--- src/rtl/audio_minmax_pkg.sv ---
// Shared types and helpers for the audio_minmax_stream envelope extractor:
// run-state enum, default widths and a saturating absolute value.
package audio_minmax_pkg;

   typedef enum logic [1:0] {
      IDLE,
      RUN,
      DRAIN,
      FINISH
   } state_t;

   localparam int DATA_W_DEF = 32;
   localparam int LEN_W_DEF  = 16;
   localparam int CNT_W_DEF  = 24;
   localparam int ABS_W      = 64;

   // |x| for a w-bit signed value carried sign-extended in ABS_W bits.
   // The most negative w-bit value clamps to the largest positive one.
   function automatic logic [ABS_W-1:0] sat_abs(input logic signed [ABS_W-1:0] x,
                                                input int w);
      logic [ABS_W-1:0] lim;
      logic [ABS_W-1:0] neg_lim;
      lim     = ABS_W'(1) << (w - 1);
      neg_lim = ~lim + ABS_W'(1);
      if (x == $signed(neg_lim)) begin
         sat_abs = lim - ABS_W'(1);
      end else if (x[ABS_W-1]) begin
         sat_abs = -x;
      end else begin
         sat_abs = x;
      end
   endfunction

endpackage

--- src/rtl/audio_minmax_stream_lane.sv ---
// One channel of the envelope extractor: running min/max registers with a
// combinational view that already folds in the sample being accepted.
module minmax_lane
   import audio_minmax_pkg::*;
#(
   parameter int DATA_W = DATA_W_DEF
) (
   input  logic              clk,
   input  logic              reset,
   input  logic              load_en,
   input  logic              first,
   input  logic [DATA_W-1:0] sample,
   output logic [DATA_W-1:0] upd_min,
   output logic [DATA_W-1:0] upd_max
);

   logic [DATA_W-1:0] cur_min;
   logic [DATA_W-1:0] cur_max;

   // The first sample of an interval replaces history instead of comparing
   // against it, so stale values from the previous interval never leak in.
   always_comb begin
      upd_min = sample;
      upd_max = sample;
      if (!first) begin
         if ($signed(cur_min) < $signed(sample)) upd_min = cur_min;
         if ($signed(cur_max) > $signed(sample)) upd_max = cur_max;
      end
   end

   always_ff @(posedge clk) begin
      if (reset) begin
         cur_min <= '0;
         cur_max <= '0;
      end else if (load_en) begin
         cur_min <= upd_min;
         cur_max <= upd_max;
      end
   end

endmodule

--- src/rtl/audio_minmax_stream.sv ---
// Streaming per-interval min/max envelope extractor for multi-channel audio.
// Optional m_peak output is enabled by defining AUDIO_MINMAX_PEAK_EN.
module audio_minmax_stream
   import audio_minmax_pkg::*;
#(
   parameter int DATA_W   = DATA_W_DEF,
   parameter int CHANNELS = 2,
   parameter int LEN_W    = LEN_W_DEF,
   parameter int CNT_W    = CNT_W_DEF
) (
   input  logic                       clk,
   input  logic                       reset,
   input  logic                       start,
   input  logic [LEN_W-1:0]           interval_len,
   input  logic [CNT_W-1:0]           num_samples,
   input  logic                       s_valid,
   output logic                       s_ready,
   input  logic [CHANNELS*DATA_W-1:0] s_data,
   output logic                       m_valid,
   input  logic                       m_ready,
   output logic [CHANNELS*DATA_W-1:0] m_min,
   output logic [CHANNELS*DATA_W-1:0] m_max,
   output logic [CNT_W-1:0]           m_index,
   output logic                       m_last,
   output logic                       m_partial,
`ifdef AUDIO_MINMAX_PEAK_EN
   output logic [CHANNELS*DATA_W-1:0] m_peak,
`endif
   output logic                       busy,
   output logic                       done
);

   state_t state;
   state_t state_nxt;

   logic [LEN_W-1:0]           len_q;
   logic [LEN_W-1:0]           in_cnt;
   logic [CNT_W-1:0]           total_q;
   logic [CNT_W-1:0]           sample_cnt;
   logic [CNT_W-1:0]           int_idx;
   logic                       first;
   logic                       would_close;
   logic                       would_last;
   logic                       xfer;
   logic                       close_now;
   logic                       last_now;
   logic [CHANNELS*DATA_W-1:0] upd_min;
   logic [CHANNELS*DATA_W-1:0] upd_max;
`ifdef AUDIO_MINMAX_PEAK_EN
   logic [CHANNELS*DATA_W-1:0] upd_peak;
`endif

   // Whether the next accepted sample ends an interval depends only on the
   // counters, so input flow control never waits on the sample data.
   assign first       = (in_cnt == '0);
   assign would_last  = (sample_cnt == total_q - CNT_W'(1));
   assign would_close = (in_cnt == len_q - LEN_W'(1)) || would_last;
   assign xfer        = s_valid && s_ready;
   assign close_now   = xfer && would_close;
   assign last_now    = xfer && would_last;

   for (genvar c = 0; c < CHANNELS; c++) begin : g_lane
      minmax_lane #(
         .DATA_W (DATA_W)
      ) u_lane (
         .clk     (clk),
         .reset   (reset),
         .load_en (xfer),
         .first   (first),
         .sample  (s_data[c*DATA_W +: DATA_W]),
         .upd_min (upd_min[c*DATA_W +: DATA_W]),
         .upd_max (upd_max[c*DATA_W +: DATA_W])
      );
`ifdef AUDIO_MINMAX_PEAK_EN
      logic [DATA_W-1:0] abs_min;
      logic [DATA_W-1:0] abs_max;
      assign abs_min = DATA_W'(sat_abs(ABS_W'($signed(upd_min[c*DATA_W +: DATA_W])), DATA_W));
      assign abs_max = DATA_W'(sat_abs(ABS_W'($signed(upd_max[c*DATA_W +: DATA_W])), DATA_W));
      assign upd_peak[c*DATA_W +: DATA_W] = (abs_min > abs_max) ? abs_min : abs_max;
`endif
   end

   // Run state register.
   always_ff @(posedge clk) begin
      if (reset) state <= IDLE;
      else       state <= state_nxt;
   end

   // Next state and status outputs; input stalls only when an interval
   // would close while the previous record is still waiting downstream.
   always_comb begin
      state_nxt = state;
      s_ready   = 1'b0;
      busy      = 1'b0;
      done      = 1'b0;
      case (state)
         IDLE: begin
            if (start) state_nxt = (num_samples == '0) ? FINISH : RUN;
         end
         RUN: begin
            busy    = 1'b1;
            s_ready = !(m_valid && !m_ready && would_close);
            if (last_now) state_nxt = DRAIN;
         end
         DRAIN: begin
            busy = 1'b1;
            if (m_valid && m_ready) state_nxt = FINISH;
         end
         FINISH: begin
            done      = 1'b1;
            state_nxt = IDLE;
         end
         default: state_nxt = IDLE;
      endcase
   end

   // Run parameters are captured once at start so mid-run input changes
   // cannot disturb interval boundaries.
   always_ff @(posedge clk) begin
      if (reset) begin
         len_q      <= '0;
         total_q    <= '0;
         sample_cnt <= '0;
         in_cnt     <= '0;
         int_idx    <= '0;
      end else if (state == IDLE && start) begin
         len_q      <= (interval_len == '0) ? LEN_W'(1) : interval_len;
         total_q    <= num_samples;
         sample_cnt <= '0;
         in_cnt     <= '0;
         int_idx    <= '0;
      end else if (xfer) begin
         sample_cnt <= sample_cnt + CNT_W'(1);
         if (would_close) begin
            in_cnt  <= '0;
            int_idx <= int_idx + CNT_W'(1);
         end else begin
            in_cnt  <= in_cnt + LEN_W'(1);
         end
      end
   end

   // Output record register; a close in the same cycle as a handshake
   // reloads it so m_valid stays high without a bubble.
   always_ff @(posedge clk) begin
      if (reset) begin
         m_valid   <= 1'b0;
         m_min     <= '0;
         m_max     <= '0;
         m_index   <= '0;
         m_last    <= 1'b0;
         m_partial <= 1'b0;
`ifdef AUDIO_MINMAX_PEAK_EN
         m_peak    <= '0;
`endif
      end else if (close_now) begin
         m_valid   <= 1'b1;
         m_min     <= upd_min;
         m_max     <= upd_max;
         m_index   <= int_idx;
         m_last    <= would_last;
         m_partial <= would_last && (in_cnt != len_q - LEN_W'(1));
`ifdef AUDIO_MINMAX_PEAK_EN
         m_peak    <= upd_peak;
`endif
      end else if (m_valid && m_ready) begin
         m_valid   <= 1'b0;
      end
   end

endmodule

--- config.mk ---
export PLATFORM = sky130hd
export DESIGN_NAME = audio_minmax_stream
export DESIGN_NICKNAME = d
export VERILOG_FILES = /design/src/rtl/audio_minmax_pkg.sv /design/src/rtl/audio_minmax_stream_lane.sv /design/src/rtl/audio_minmax_stream.sv
export SDC_FILE = /design/constraint.sdc
export NUM_CORES = 1
export LEC_CHECK = 0
export CORE_ASPECT_RATIO = 1.4
export CORE_MARGIN = 2
export CORE_UTILIZATION = 40
export DETAILED_ROUTE_END_ITERATION = 8
export PLACE_DENSITY_LB_ADDON = 0.25
export SYNTH_ARGS = -nofsm -noshare
export SYNTH_HDL_FRONTEND = slang
export SYNTH_SLANG_ARGS = --single-unit
--- constraint.sdc ---
create_clock -name clk -period 6.9 [get_ports clk]
set_input_delay 0.69 -clock clk [delete_from_list [all_inputs] [get_ports clk]]
set_output_delay 0.69 -clock clk [all_outputs]
set_load 0.1 [all_outputs]
==> out/metrics.yaml <==
path_max_fanout: 9
grt_pass1_wl_um: 101000
synth_area_sq_um: 21400
layout.cells.non_filler: 3455
path_common_cell: "nor2_1"
register_area_sq_um: 7790
cap_violations: 0
min_period_over_period_pct: 82.3
core_area_sq_um: 53100
synth_edf_count: 0
crit_path_end_kind: "primary output"
cts-root-buf: "clkbuf_16"
yosys_warnings: 0
yosysMostFrequentCell: "dfxtp_1"
htree_levels: 2
synthTopCellsByCount: "dfxtp_1 (389), nand2_1 (295), a21oi_1 (268)"
setup_viol: 0
p_comb_share_pct: 30.3
place_congestion: 0.911
crit_slowest_cell: "clkdlybuf4s50_1"
layout.nets: 2944
path_class: "register to primary output"
skew_ns: 0.0205
switching_power_w: 0.00253
ir_drop_mv: 0.182
multi_input_comb_area_sq_um: 12600
ys_seq_elements: 389
drtPass1Iterations: 5
ios: 267
syn_nets: 2785
fmax_ghz: 0.176
grt_max_degree: 186
vias_per_cell: 5.45
cellPowerDensity_nw_per_um2: 280
vias: 18800
synth_cell_types: 71
start_util_pct: 40.3
wirelength_um: 63200
place.port_buffers: 266
grt_use_total_pct: 22.6
post-route-min-period_ns: 5.68
dp_cells: 3367
insertion_delay_ns: 0.58
hpwl_um: 44100
start_kind: "register"
internal-power_w: 0.00472
antenna_found_initial: 9
synth_top_cell_area_share_pct: 36.4
syn_inst: 2539
worstPathRequired_ns: 6.21
swShare_pct: 34.9
die_y_um: 278
wl_per_cell_um: 18.3
slew_viol_final: 0
drc_errors: 0
die_area_sq_um: 55400
slew_headroom_pct: 20.1
syn2layout_area_growth_pct: 21.1
rsz0062_at_grt: "no"
power_frac_seq_pct: 37.5
setup-tns-final_ns: 0
pwr-share-clk_pct: 32.2
synth-main-ff-cell: "dfxtp_1"
max_stage_delay_ns: 0.96
pre_cts_slack_ns: 1.75
nFillCells: 5152
clkTransAtPathRegs_ns: 0.06
hold_violations: 0
numCtsBuffers: 43
status: "complete, no violations"
hp-class: "register to register"
ys_seq_area_share_pct: 36.4
clock-sinks: 389
async_flop_share_pct: 0
fin_ws_ns: 1.22
layout-drive-gt1-share_pct: 6.63
postCtsHoldBufs: 0
die_width_um: 199
worstPathCellList: "inv_1 > ha_1 > nor4b_2 > nand3b_1 > xnor2_1 > nor4_1 > nand4_1 > nor4_4 > nor2_1 > nor2_1 > nor2_1 > clkdlybuf4s50_1"
drt_iter0_markers: 948
avgSynthCellArea_sq_um: 8.43
synth.area.top_cells: "dfxtp_1 (36%), ha_1 (8.0%), a21oi_1 (6.3%), nand2b_1 (5.3%), nand2_1 (5.2%)"
max_slew.worst_pin.slew_ns: 1.20
cts_tree: "done"
cp.arrival_ns: 4.99
postRouteAntennaNets: 0
grt_pass1_vias: 18900
ctsResizeCount: 0
path_buf_inv: 2
std_cell_rows: 100
yosys.area.top_type: "dfxtp_1"
cts_buffer_depth: 3
leakage_nw: 9.90
gr-total-overflow: 0
cp_top_family: "simple AND/OR/NAND/NOR gates"
cts_setup_buffers: 0
final timing paths:
kind	end	slack, ns	cells after the start	startpoint
worst max register to register	g_lane[0].u_lane.cur_min[9]	1.73	12	total_q[0]
worst max-delay path	s_ready	1.22	12	total_q[0]
worst min register to register	m_max[2]	0.45	2	m_max[2]
worst min-delay path	m_max[2]	0.45	2	m_max[2]
placed cells by master (no fill, tap or decap), drive strengths merged, types with 38 or more instances in the layout:
master         count
nand2            295
a21oi            268
nand4             48
dfxtp            389
clkbuf            63
mux2i            109
nor2             128
nand3             38
a211oi            42
mux2              65
inv               88
nand2b           182
nor2b             41
o21ai            135
ha               137
clkdlybuf4s50    265
worst register-to-register path: stages, from the launching register on:
cell and delay, ns:
dfxtp_1 0.39, inv_1 0.10, ha_1 0.27, nor4b_2 0.53
nand3b_1 0.18, xnor2_1 0.18, nor4_1 0.60, nand4_1 0.26
nor4_4 0.68, o31a_4 0.55, nand2b_2 0.68, buf_4 0.43
mux2i_1 0.24
through the flow:
step / total power, W / area, sq um / utilization [%] / hold WS (ns)
after global placement: 0.00490 / 24500 / 46.1 / 0.440
final: 0.00725 / 25900 / 48.8 / 0.450
after CTS: 0.00731 / 25900 / 48.8 / 0.455
after global routing: 0.00767 / 25900 / 48.8 / 0.462
after detailed placement: 0.00495 / 24500 / 46.1 / 0.447
after floorplan: 0.00434 / 21400 / - / 0.450
kinds of logic after synthesis:
group                      count (synthesis)  share of synthesized area (%)
AOI/OAI and AO/OA                        631                           18.2
buffers and inverters                    258                           4.96
xor gates and xnor gates                  57                           2.33
and+or+nand+nor                          893                           21.6
DFF                                      389                           36.4
muxes                                    174                           8.52
adders and majority gates                137                           8.01
state kept, by name, indices dropped and copies added, names as in the netlist:
register               flops
m_max                     64
m_last                     1
m_index                   24
g_lane.u_lane.cur_max     64
m_min                     64
in_cnt                    16
int_idx                   24
total_q                   24
state                      2
len_q                     16
m_valid                    1
m_partial                  1
sample_cnt                24
g_lane.u_lane.cur_min     64
final cells by class:
type	instances	area share (%)
Antenna cell	9	0.0869
Clock buffer	63	4.88
Clock inverter	16	0.555
Inverter	88	1.28
Multi-Input combinational cell	1892	48.8
Sequential cell	389	30.1
Tap cell	714	3.45
Timing Repair Buffer	284	10.9
layer usage:
layer / vias up / share of wire [%] / track usage, %
met1: 9005 / 43 / 27.7
met2: 383 / 50 / 39.3
li1: 9371 / - / -
met5: - / 0 / 0
met4: 0 / 2.5 / 8.11
met3: 85 / 4.6 / 3.91
power by group through the flow:
stage          Combinational, W  Clock, W  Sequential, W
2_1_floorplan           0.00167         0        0.00267
3_3_place_gp            0.00215         0        0.00275
3_5_place_dp            0.00219         0        0.00276
4_1_cts                 0.00220   0.00239        0.00272
5_1_grt                 0.00243   0.00248        0.00275
6_report                0.00220   0.00234        0.00272
Note: power is estimated with default switching activity, not from simulation.
